--- config.mk ---
export PLATFORM = sky130hd
export DESIGN_NAME = buzzer_sequencer
export DESIGN_NICKNAME = d
export VERILOG_FILES = /design/src/rtl/buzzer_sequencer.sv
export SDC_FILE = /design/constraint.sdc
export NUM_CORES = 1
export LEC_CHECK = 0
export BUFFER_PORTS_ARGS = -buffer_cell sky130_fd_sc_hd__buf_2
export CAP_MARGIN = 10
export CORE_MARGIN = 2
export CORE_UTILIZATION = 61
export CTS_CLUSTER_DIAMETER = 50
export DETAILED_ROUTE_END_ITERATION = 12
export PLACE_DENSITY = 0.77
export SLEW_MARGIN = 20
export SYNTH_ARGS = -nofsm -noshare
export SYNTH_HDL_FRONTEND = slang
export SYNTH_SLANG_ARGS = --single-unit
--- constraint.sdc ---
create_clock -name clk -period 4.6 [get_ports clk]
set_input_delay 0.92 -clock clk [delete_from_list [all_inputs] [get_ports clk]]
set_output_delay 0.92 -clock clk [all_outputs]
set_load 0.05 [all_outputs]
--- src/rtl/buzzer_sequencer.sv ---
// Beep-pattern generator for an active (DC) or passive (tone) buzzer.
// A start pulse latches the configuration and plays beep_count beeps of
// on_ticks ticks each, separated by off_ticks-tick gaps. A tick is TICK_DIV
// clk cycles. beep_count all-ones repeats until stop.
//
// state  | meaning
// -------+--------------------------------------------------------------
// S_IDLE | waiting for start; buzzer low; done may pulse here
// S_ON   | beep active; buzzer high (DC) or toggling (tone)
// S_OFF  | gap between beeps; buzzer low
module buzzer_sequencer #(
    parameter int TICK_DIV = 25_000_000,
    parameter int DUR_W    = 8,
    parameter int CNT_W    = 4,
    parameter int TONE_W   = 17
) (
    input  logic              clk,
    input  logic              rst,
    input  logic              start,
    input  logic              stop,
    input  logic              mode,
    input  logic [CNT_W-1:0]  beep_count,
    input  logic [DUR_W-1:0]  on_ticks,
    input  logic [DUR_W-1:0]  off_ticks,
    input  logic [TONE_W-1:0] tone_half,
    output logic              buzzer,
    output logic              busy,
    output logic              done
);

    // A one-bit prescaler is kept for TICK_DIV=1; it then sits at its terminal value.
    localparam int PRE_W = (TICK_DIV > 1) ? $clog2(TICK_DIV) : 1;
    localparam logic [PRE_W-1:0] PRE_LAST = PRE_W'(TICK_DIV - 1);

    typedef enum logic [1:0] {S_IDLE, S_ON, S_OFF} state_t;

    state_t            state, state_n;
    logic              mode_q, mode_n;
    logic [CNT_W-1:0]  rem_q, rem_n, rem_dec;
    logic [DUR_W-1:0]  on_q, on_n, off_q, off_n, on_eff, phase_last;
    logic [TONE_W-1:0] half_q, half_n, half_eff;
    logic [PRE_W-1:0]  pre_q, pre_n;
    logic [DUR_W-1:0]  tck_q, tck_n;
    logic [TONE_W-1:0] tcnt_q, tcnt_n;
    logic              tph_q, tph_n;
    logic              buzzer_n, busy_n, done_n;
    logic              tick_end, phase_end;

    assign on_eff     = (on_q == '0) ? DUR_W'(1) : on_q;
    assign half_eff   = (half_q == '0) ? TONE_W'(1) : half_q;
    assign phase_last = (state == S_ON) ? (on_eff - 1'b1) : (off_q - 1'b1);
    assign tick_end   = (pre_q == PRE_LAST);
    assign phase_end  = tick_end && (tck_q == phase_last);
    // All-ones count is repeat mode and is never decremented.
    assign rem_dec    = (rem_q == '1) ? rem_q : (rem_q - 1'b1);

    // State, latched configuration, counters and registered outputs.
    always_ff @(posedge clk or posedge rst) begin
        if (rst) begin
            state  <= S_IDLE;
            mode_q <= 1'b0;
            rem_q  <= '0;
            on_q   <= '0;
            off_q  <= '0;
            half_q <= '0;
            pre_q  <= '0;
            tck_q  <= '0;
            tcnt_q <= '0;
            tph_q  <= 1'b0;
            buzzer <= 1'b0;
            busy   <= 1'b0;
            done   <= 1'b0;
        end else begin
            state  <= state_n;
            mode_q <= mode_n;
            rem_q  <= rem_n;
            on_q   <= on_n;
            off_q  <= off_n;
            half_q <= half_n;
            pre_q  <= pre_n;
            tck_q  <= tck_n;
            tcnt_q <= tcnt_n;
            tph_q  <= tph_n;
            buzzer <= buzzer_n;
            busy   <= busy_n;
            done   <= done_n;
        end
    end

    // Next-state, counter advance and next output values.
    always_comb begin
        state_n  = state;
        mode_n   = mode_q;
        rem_n    = rem_q;
        on_n     = on_q;
        off_n    = off_q;
        half_n   = half_q;
        pre_n    = pre_q;
        tck_n    = tck_q;
        tcnt_n   = tcnt_q;
        tph_n    = tph_q;
        buzzer_n = 1'b0;
        done_n   = 1'b0;

        // Duration timers and tone divider advance in ON/OFF; overridden below.
        if (state != S_IDLE) begin
            if (tick_end) begin
                pre_n = '0;
                tck_n = tck_q + 1'b1;
            end else begin
                pre_n = pre_q + 1'b1;
            end
            if (tcnt_q == half_eff - 1'b1) begin
                tcnt_n = '0;
                tph_n  = ~tph_q;
            end else begin
                tcnt_n = tcnt_q + 1'b1;
            end
        end

        case (state)
            S_IDLE: begin
                if (start && !stop) begin
                    if (beep_count == '0) begin
                        done_n = 1'b1;
                    end else begin
                        state_n  = S_ON;
                        mode_n   = mode;
                        rem_n    = beep_count;
                        on_n     = on_ticks;
                        off_n    = off_ticks;
                        half_n   = tone_half;
                        pre_n    = '0;
                        tck_n    = '0;
                        tcnt_n   = '0;
                        tph_n    = 1'b0;
                        buzzer_n = ~mode;
                    end
                end
            end
            S_ON: begin
                if (stop) begin
                    state_n = S_IDLE;
                end else if (phase_end) begin
                    rem_n = rem_dec;
                    pre_n = '0;
                    tck_n = '0;
                    if (rem_dec == '0) begin
                        state_n = S_IDLE;
                        done_n  = 1'b1;
                    end else if (off_q == '0) begin
                        // Back-to-back beeps: tone phase runs on uninterrupted.
                        buzzer_n = mode_q ? tph_n : 1'b1;
                    end else begin
                        state_n = S_OFF;
                    end
                end else begin
                    buzzer_n = mode_q ? tph_n : 1'b1;
                end
            end
            S_OFF: begin
                if (stop) begin
                    state_n = S_IDLE;
                end else if (phase_end) begin
                    state_n  = S_ON;
                    pre_n    = '0;
                    tck_n    = '0;
                    tcnt_n   = '0;
                    tph_n    = 1'b0;
                    buzzer_n = ~mode_q;
                end
            end
            default: state_n = S_IDLE;
        endcase

        // Leaving the active states returns every counter to its idle value.
        if (state_n == S_IDLE) begin
            pre_n  = '0;
            tck_n  = '0;
            tcnt_n = '0;
            tph_n  = 1'b0;
        end
        busy_n = (state_n != S_IDLE);
    end

endmodule

==> run_summary.xml, run 1 <==
<?xml version="1.0" encoding="UTF-8"?>
<metrics>
  <group name="synthesis">
    <metric name="synthSimpleGateAreaFrac" unit="%">27.7</metric>
    <metric name="synth.top_cell.area_share" unit="%">39.0</metric>
    <metric name="synth_cells" unit="">609</metric>
    <metric name="synth_largest_area_cell" unit="">sky130_fd_sc_hd__dfrtp_1</metric>
    <metric name="yosys_most_used_dff" unit="">sky130_fd_sc_hd__dfrtp_1</metric>
    <metric name="main_combinational_cell_family_by_area_after_synthesis" unit="">simple AND/OR/NAND/NOR gates</metric>
    <metric name="ff_latch_count_synth" unit="">94</metric>
    <metric name="synth_xor_area_share" unit="%">9.73</metric>
    <metric name="synth_compound_gate_area_share" unit="%">9.68</metric>
    <metric name="synthAdderAreaFrac" unit="%">2.49</metric>
    <metric name="syn-num-nets" unit="">663</metric>
    <metric name="yosys.cell_count.top_type" unit="">sky130_fd_sc_hd__dfrtp_1</metric>
    <metric name="synthesis.area" unit="um^2">6030</metric>
    <metric name="netlist_top_cells_count" unit="">sky130_fd_sc_hd__dfrtp_1 (94), sky130_fd_sc_hd__nor2_1 (50), sky130_fd_sc_hd__nor3_2 (38), sky130_fd_sc_hd__xnor2_1 (38), sky130_fd_sc_hd__mux2_2 (33)</metric>
    <metric name="yosys-mux-area-fraction" unit="%">8.19</metric>
    <metric name="synth_enable_flop_cells" unit="">0</metric>
    <metric name="synthesis.yosys.warnings" unit="">0</metric>
    <metric name="synth.distinct_cells" unit="">72</metric>
    <metric name="async_set_or_reset_register_ratio_after_synthesis" unit="%">100</metric>
    <metric name="syn-mean-instance-area" unit="um^2">9.91</metric>
    <metric name="netlist_top_cells_area" unit="">sky130_fd_sc_hd__dfrtp_1 (39%), sky130_fd_sc_hd__nor3_2 (6.3%), sky130_fd_sc_hd__mux2_2 (6.2%)</metric>
    <metric name="synth-seq-area-share" unit="%">39.0</metric>
  </group>
  <group name="sta">
    <metric name="final_hold_violation_count" unit="">0</metric>
    <metric name="max_slew_margin" unit="%">45.5</metric>
    <metric name="setup_ws" unit="ps">470</metric>
    <metric name="timing.fmax" unit="GHz">0.242</metric>
    <metric name="worstMarginPinSlew" unit="ps">810</metric>
    <metric name="setup-violations-final" unit="">0</metric>
    <metric name="final_skew" unit="ps">12.7</metric>
    <metric name="post-route-min-period" unit="ps">4130</metric>
    <metric name="grt_setup_unrepaired" unit="">no</metric>
    <metric name="final_min_period_over_clock_period" unit="%">89.8</metric>
    <metric name="finalSetupTns" unit="ps">0</metric>
    <metric name="timing.final.max_slew_violations" unit="">0</metric>
  </group>
  <group name="grt">
    <metric name="globalRouteOverflowTotal" unit="">0</metric>
    <metric name="first_global_vias" unit="">4744</metric>
    <metric name="grt_max_degree" unit="">62</metric>
    <metric name="antenna_violations_before_repair" unit="">0</metric>
    <metric name="wire_length_of_the_first_global_routing_pass" unit="um">22400</metric>
    <metric name="global_route_usage_over_all_layers" unit="%">26.6</metric>
  </group>
  <group name="cells_and_area">
    <metric name="syn2layout_area_growth" unit="%">8.98</metric>
    <metric name="fillerInstances" unit="">760</metric>
    <metric name="nNetsFinal" unit="">704</metric>
    <metric name="insertedDiodeCount" unit="">0</metric>
    <metric name="layout-drive-gt1-share" unit="%">24.7</metric>
  </group>
  <group name="setup_path">
    <metric name="worst_r2r_path_depth" unit="">13</metric>
    <metric name="setup.worst_path.start_class" unit="">flip-flop</metric>
    <metric name="crit_type" unit="">reg2reg</metric>
    <metric name="reg_to_reg_critical_path_startpoint" unit="">state[1]</metric>
    <metric name="worstReg2RegEnd" unit="">tph_q</metric>
    <metric name="worstPathMaxFanout" unit="">52</metric>
    <metric name="timing.reg2reg.setup_slack" unit="ps">470</metric>
    <metric name="endpoint_kind" unit="">flip-flop</metric>
    <metric name="timing.critical_path.arrival" unit="ps">4330</metric>
    <metric name="cp_data_required_time" unit="ps">4800</metric>
  </group>
  <group name="die">
    <metric name="effective_utilization_at_floorplan" unit="%">62.3</metric>
    <metric name="die-width" unit="um">103</metric>
    <metric name="fp-row-count" unit="">36</metric>
    <metric name="die-area" unit="um^2">10700</metric>
    <metric name="core_area" unit="um^2">9680</metric>
    <metric name="chipHeight" unit="um">103</metric>
    <metric name="pin_count" unit="">45</metric>
  </group>
  <group name="cts">
    <metric name="cts_resized" unit="">0</metric>
    <metric name="skew_pair_late_insertion_delay" unit="ps">360</metric>
    <metric name="cts-htree-levels" unit="">3</metric>
    <metric name="postCtsSetupRepairBufs" unit="">0</metric>
    <metric name="tritoncts" unit="">yes</metric>
    <metric name="numClockSinks" unit="">94</metric>
    <metric name="post_cts_hold_buffer_count" unit="">0</metric>
    <metric name="ctsLongestPathBuffers" unit="">2</metric>
    <metric name="cts.clk_slew.worst_paths" unit="ps">100</metric>
    <metric name="numCtsBuffers" unit="">9</metric>
    <metric name="cts_root_buf" unit="">sky130_fd_sc_hd__clkbuf_8</metric>
  </group>
  <group name="detailed_routing">
    <metric name="drt_iter0_drc" unit="">226</metric>
    <metric name="drt.antenna.violating_nets" unit="">0</metric>
    <metric name="vias_per_cell" unit="">6.03</metric>
    <metric name="finalWirelength" unit="um">13200</metric>
    <metric name="via_total_after_detailed_routing" unit="">4749</metric>
    <metric name="drc_errors" unit="">0</metric>
    <metric name="dr.pass1.iters" unit="">4</metric>
    <metric name="wl_per_cell" unit="um">16.7</metric>
  </group>
  <group name="placement">
    <metric name="pre_cts_slack" unit="ps">581</metric>
    <metric name="buffer_ports.inserted" unit="">44</metric>
    <metric name="place.gp.congestion" unit="">0.914</metric>
    <metric name="hpwl" unit="um">9530</metric>
  </group>
  <group name="worst_hold_path">
    <metric name="cell_depth_of_the_worst_min_delay_path" unit="">1</metric>
    <metric name="hold_path.class" unit="">reg2reg</metric>
    <metric name="timing.hold.worst_endpoint" unit="">off_q[7]</metric>
    <metric name="beginning_of_the_worst_hold_path" unit="">off_q[7]</metric>
  </group>
  <group name="status">
    <metric name="status" unit="">complete, no violations</metric>
  </group>
  <group name="job">
    <metric name="max_cap_violations" unit="">0</metric>
  </group>
  <group name="power">
    <metric name="vdd_ir_drop_max" unit="mV">0.203</metric>
    <metric name="power_density" unit="nW/um^2">315</metric>
    <metric name="leakage" unit="nW">2.49</metric>
  </group>
</metrics>
-- critical path, stage by stage, from the launching register on --
cell	delay [ps]
sky130_fd_sc_hd__dfrtp_1	420
sky130_fd_sc_hd__inv_1	90
sky130_fd_sc_hd__ha_1	470
sky130_fd_sc_hd__nand2b_1	250
sky130_fd_sc_hd__o22ai_1	190
sky130_fd_sc_hd__ha_1	200
sky130_fd_sc_hd__o21ai_1	110
sky130_fd_sc_hd__nor4b_1	430
sky130_fd_sc_hd__nor3_1	180
sky130_fd_sc_hd__nor4_2	470
sky130_fd_sc_hd__a221o_1	270
sky130_fd_sc_hd__o22a_2	140
sky130_fd_sc_hd__buf_4	610
sky130_fd_sc_hd__a221oi_1	110
-- layout make-up --
| class | count | area (um^2) | area share [%] |
|---|---|---|---|
| well taps | 133 | 166 | 2.53 |
| flip-flops and latches | 94 | 2350 | 35.8 |
| repair buffers | 54 | 295 | 4.49 |
| inverters | 16 | 61.3 | 0.932 |
| clock buffers | 10 | 138 | 2.09 |
| clock inverters | 6 | 75.1 | 1.14 |
| multi-input cells | 475 | 3490 | 53.0 |
-- worst max-delay path by stage --
stage / to / depth (start not counted) / from / slack, ps
2_1_floorplan: rem_q[1] / 14 / state[1] / 790
3_3_place_gp: tph_q / 13 / state[1] / 770
3_5_place_dp: tph_q / 13 / state[1] / 580
4_1_cts: tph_q / 13 / state[1] / 520
5_1_grt: pre_q[3] / 13 / state[1] / 130
6_report: tph_q / 13 / state[1] / 470
-- power breakdown --
group	total, mW	internal, mW	switching (mW)
Sequential	1.00	0.896	0.107
Clock	0.591	0.276	0.315
Combinational	0.478	0.214	0.264
Total	2.07	1.39	0.686
-- cells in the final DEF (no fill, tap or decap), drive strengths merged, types with 12 or more instances in the layout --
cell type  count
nor3          58
buf           54
inv           19
mux2          33
o21ai         13
nor4          13
nor2          51
nand2         32
xnor2         38
nand3         26
dfrtp         94
ha            12
xor2          29
a21oi         21
nand4         14
-- flip-flops by register name, indices dropped and copies added, names as in the netlist --
| signal | cells |
|---|---|
| pre_q | 25 |
| off_q | 8 |
| busy | 1 |
| tph_q | 1 |
| state | 2 |
| buzzer | 1 |
| mode_q | 1 |
| done | 1 |
| on_q | 8 |
| rem_q | 4 |
| half_q | 17 |
| tcnt_q | 17 |
| tck_q | 8 |
-- through the flow --
stage | utilization (%) | hold WS [ps] | instances | power [mW] | area, um^2
detailed placement | 65.7 | 523 | 772 | 1.49 | 6360
CTS | 67.9 | 547 | 788 | 2.08 | 6580
global placement | 65.7 | 518 | 772 | 1.47 | 6360
global route | 67.9 | 565 | 788 | 2.18 | 6580
floorplan | - | 494 | 609 | 1.37 | 6030
finish | 67.9 | 550 | 788 | 2.07 | 6580
-- routing by layer --
metal | wire length (um) | global-route usage (%) | vias to the layer above
li1 | - | - | 2297
met1 | 5690 | 33.2 | 2312
met2 | 6790 | 47.8 | 113
met3 | 447 | 3.76 | 27
met4 | 237 | 7.89 | 0
met5 | 0 | 0 | -
-- cell families after synthesis --
group           count (synthesis)
fa+ha+maj                      12
simple gates                  269
xor+xnor                       67
compound gates                 83
flops                          94
buf+inv                        40
mux                            44
No activity file was read; power rests on OpenSTA's default activity.
==> run 2, diff against run 1 <==
Settings changed: CORE_UTILIZATION 61 to 55, PLACE_DENSITY 0.77 to 0.73.
Clock period 4.6 ns to 3.6 ns, I/O delays scaled along.
==> run_summary.xml, run 2 (same netlist as run 1, synthesis figures left out) <==
<?xml version="1.0" encoding="UTF-8"?>
<metrics>
  <group name="placement">
    <metric name="buffer_ports.inserted" unit="">44</metric>
    <metric name="post_dp_cell_area" unit="um^2">6490</metric>
    <metric name="hpwl" unit="um">9540</metric>
    <metric name="place.gp.congestion" unit="">0.899</metric>
  </group>
  <group name="grt">
    <metric name="first_global_vias" unit="">4890</metric>
    <metric name="global_route_usage_over_all_layers" unit="%">24.1</metric>
    <metric name="grt_max_degree" unit="">52</metric>
    <metric name="wire_length_of_the_first_global_routing_pass" unit="um">22600</metric>
    <metric name="antenna_violations_before_repair" unit="">0</metric>
    <metric name="globalRouteOverflowTotal" unit="">0</metric>
  </group>
  <group name="setup_path">
    <metric name="setup.worst_path.start_class" unit="">flip-flop</metric>
    <metric name="reg_to_reg_critical_path_startpoint" unit="">on_q[7]</metric>
    <metric name="endpoint_kind" unit="">flip-flop</metric>
    <metric name="worstPathMaxFanout" unit="">4</metric>
    <metric name="cp_data_required_time" unit="ps">3880</metric>
    <metric name="timing.critical_path.arrival" unit="ps">3740</metric>
    <metric name="startpoint" unit="">on_q[7]</metric>
    <metric name="crit_type" unit="">reg2reg</metric>
  </group>
  <group name="detailed_routing">
    <metric name="finalWirelength" unit="um">13100</metric>
    <metric name="drt_iter0_drc" unit="">291</metric>
    <metric name="drt.antenna.violating_nets" unit="">0</metric>
    <metric name="drc_errors" unit="">0</metric>
    <metric name="dr.pass1.iters" unit="">5</metric>
    <metric name="via_total_after_detailed_routing" unit="">4820</metric>
    <metric name="vias_per_cell" unit="">5.99</metric>
    <metric name="wl_per_cell" unit="um">16.3</metric>
  </group>
  <group name="sta">
    <metric name="final_min_period_over_clock_period" unit="%">96.0</metric>
    <metric name="worstMarginPinSlew" unit="ps">821</metric>
    <metric name="max_slew_margin" unit="%">44.7</metric>
    <metric name="worst_case_hold_slack" unit="ps">439</metric>
    <metric name="post-route-min-period" unit="ps">3460</metric>
    <metric name="final_hold_violation_count" unit="">0</metric>
    <metric name="final_skew" unit="ps">9.79</metric>
    <metric name="setup-violations-final" unit="">0</metric>
    <metric name="timing.fmax" unit="GHz">0.289</metric>
    <metric name="grt_setup_unrepaired" unit="">yes</metric>
    <metric name="timing.final.max_slew_violations" unit="">0</metric>
  </group>
  <group name="worst_hold_path">
    <metric name="hold_path.class" unit="">in2async</metric>
  </group>
  <group name="cells_and_area">
    <metric name="nNetsFinal" unit="">714</metric>
    <metric name="most-common-layout-cells" unit="">sky130_fd_sc_hd__dfrtp_1 (93), sky130_fd_sc_hd__nor2_1 (48), sky130_fd_sc_hd__buf_2 (44)</metric>
    <metric name="final_common_cell" unit="">sky130_fd_sc_hd__dfrtp_1</metric>
    <metric name="finalCoreUtilization" unit="%">62.9</metric>
    <metric name="reg_with_most_ffs" unit="">pre_q</metric>
    <metric name="reg.largest.list" unit="">pre_q x25, half_q x17, tcnt_q x17</metric>
    <metric name="design_area" unit="um^2">6790</metric>
    <metric name="insertedDiodeCount" unit="">0</metric>
    <metric name="layout-drive-gt1-share" unit="%">27.7</metric>
    <metric name="syn2layout_area_growth" unit="%">12.6</metric>
    <metric name="largest_register_ffs" unit="">25</metric>
  </group>
  <group name="job">
    <metric name="max_cap_violations" unit="">0</metric>
  </group>
  <group name="die">
    <metric name="die-width" unit="um">109</metric>
    <metric name="chipHeight" unit="um">109</metric>
    <metric name="fp-row-count" unit="">38</metric>
    <metric name="pin_count" unit="">45</metric>
    <metric name="die-area" unit="um^2">11800</metric>
    <metric name="effective_utilization_at_floorplan" unit="%">55.9</metric>
    <metric name="core_area" unit="um^2">10800</metric>
  </group>
  <group name="cts">
    <metric name="skew_pair_late_insertion_delay" unit="ps">390</metric>
    <metric name="ctsLongestPathBuffers" unit="">2</metric>
    <metric name="cts_root_buf" unit="">sky130_fd_sc_hd__clkbuf_8</metric>
    <metric name="cts.clk_slew.worst_paths" unit="ps">100</metric>
    <metric name="numCtsBuffers" unit="">9</metric>
    <metric name="post_cts_hold_buffer_count" unit="">0</metric>
    <metric name="numClockSinks" unit="">94</metric>
    <metric name="tritoncts" unit="">yes</metric>
    <metric name="cts-htree-levels" unit="">3</metric>
  </group>
  <group name="power">
    <metric name="power_frac_clock" unit="%">29.3</metric>
    <metric name="cell_internal_pwr" unit="mW">1.85</metric>
    <metric name="leakage" unit="nW">2.58</metric>
    <metric name="seqPwrFrac" unit="%">46.5</metric>
    <metric name="power.share.combinational" unit="%">24.2</metric>
    <metric name="vdd_ir_drop_max" unit="mV">0.316</metric>
    <metric name="power_density" unit="nW/um^2">403</metric>
    <metric name="switchingPower" unit="uW">888</metric>
    <metric name="switching_share" unit="%">32.4</metric>
  </group>
  <group name="status">
    <metric name="status" unit="">complete, no violations</metric>
  </group>
</metrics>
-- run 2: timing repair --
item                                    4_1_cts  5_1_grt
endpoints found under the setup margin        0       51
gates resized for setup                       0       15
endpoints found under the hold margin         0        0
buffers inserted                              0        2
-- run 2: cell type report --
class / instances / area [um^2]
tap: 140 / 175
sequential: 94 / 2350
inverter: 16 / 61.3
fill: 891 / 4000
multi-input combinational: 475 / 3570
clock inverter: 6 / 93.8
clock buffer: 10 / 128
timing repair buffer: 64 / 415
-- run 2: metal layers --
layer  wire, um  part of all wire, %  GRT usage (%)  vias to the layer above
met5          0                    0              0                        -
met3        333                  2.5           3.95                       27
li1           -                    -              -                     2334
met2       6910                   53           43.3                       77
met4        350                  2.7           10.4                        0
met1       5520                   42           28.2                     2382
-- run 2: critical path, stage by stage, from the launching register on --
cell and delay, ps:
sky130_fd_sc_hd__dfrtp_1 410, sky130_fd_sc_hd__or4_4 560, sky130_fd_sc_hd__nor2_2 140, sky130_fd_sc_hd__o22ai_1 70, sky130_fd_sc_hd__ha_1 220, sky130_fd_sc_hd__xor2_1 150, sky130_fd_sc_hd__xnor2_1 130, sky130_fd_sc_hd__nor2_1 150
sky130_fd_sc_hd__buf_4 130, sky130_fd_sc_hd__nand3_2 70, sky130_fd_sc_hd__or4_4 470, sky130_fd_sc_hd__or4_4 430, sky130_fd_sc_hd__a22o_1 240, sky130_fd_sc_hd__a21o_1 170
-- run 2: power groups by stage --
stage	clock network, mW	registers, mW	logic, mW
final	0.802	1.27	0.662
after global routing	0.861	1.29	0.728
after CTS	0.822	1.27	0.640
after detailed placement	0	1.29	0.636
after global placement	0	1.29	0.617
after floorplan	0	1.26	0.497
-- run 2: final timing paths --
path                       depth (start not counted)  slack (ps)    endpoint
max                                               13         140    rem_q[3]
min                                                2         440        busy
max reg2reg                                       13         140    rem_q[3]
min reg2reg                                        1         560     on_q[7]
max in group asynchronous                          3        2430  half_q[12]
min in group clk                                   3         540   half_q[6]
-- run 2: stage by stage --
| stage | worst slack [ps] | std cells | total power [mW] | TNS, ps |
|---|---|---|---|---|
| after global placement | 149 | 787 | 1.90 | 0 |
| after global routing | -14.0 | 805 | 2.88 | -26.1 |
| after CTS | 45.1 | 803 | 2.73 | 0 |
| after floorplan | 3.98 | 609 | 1.75 | 0 |
| after detailed placement | 61.3 | 787 | 1.93 | 0 |
| final | 144 | 805 | 2.74 | 0 |
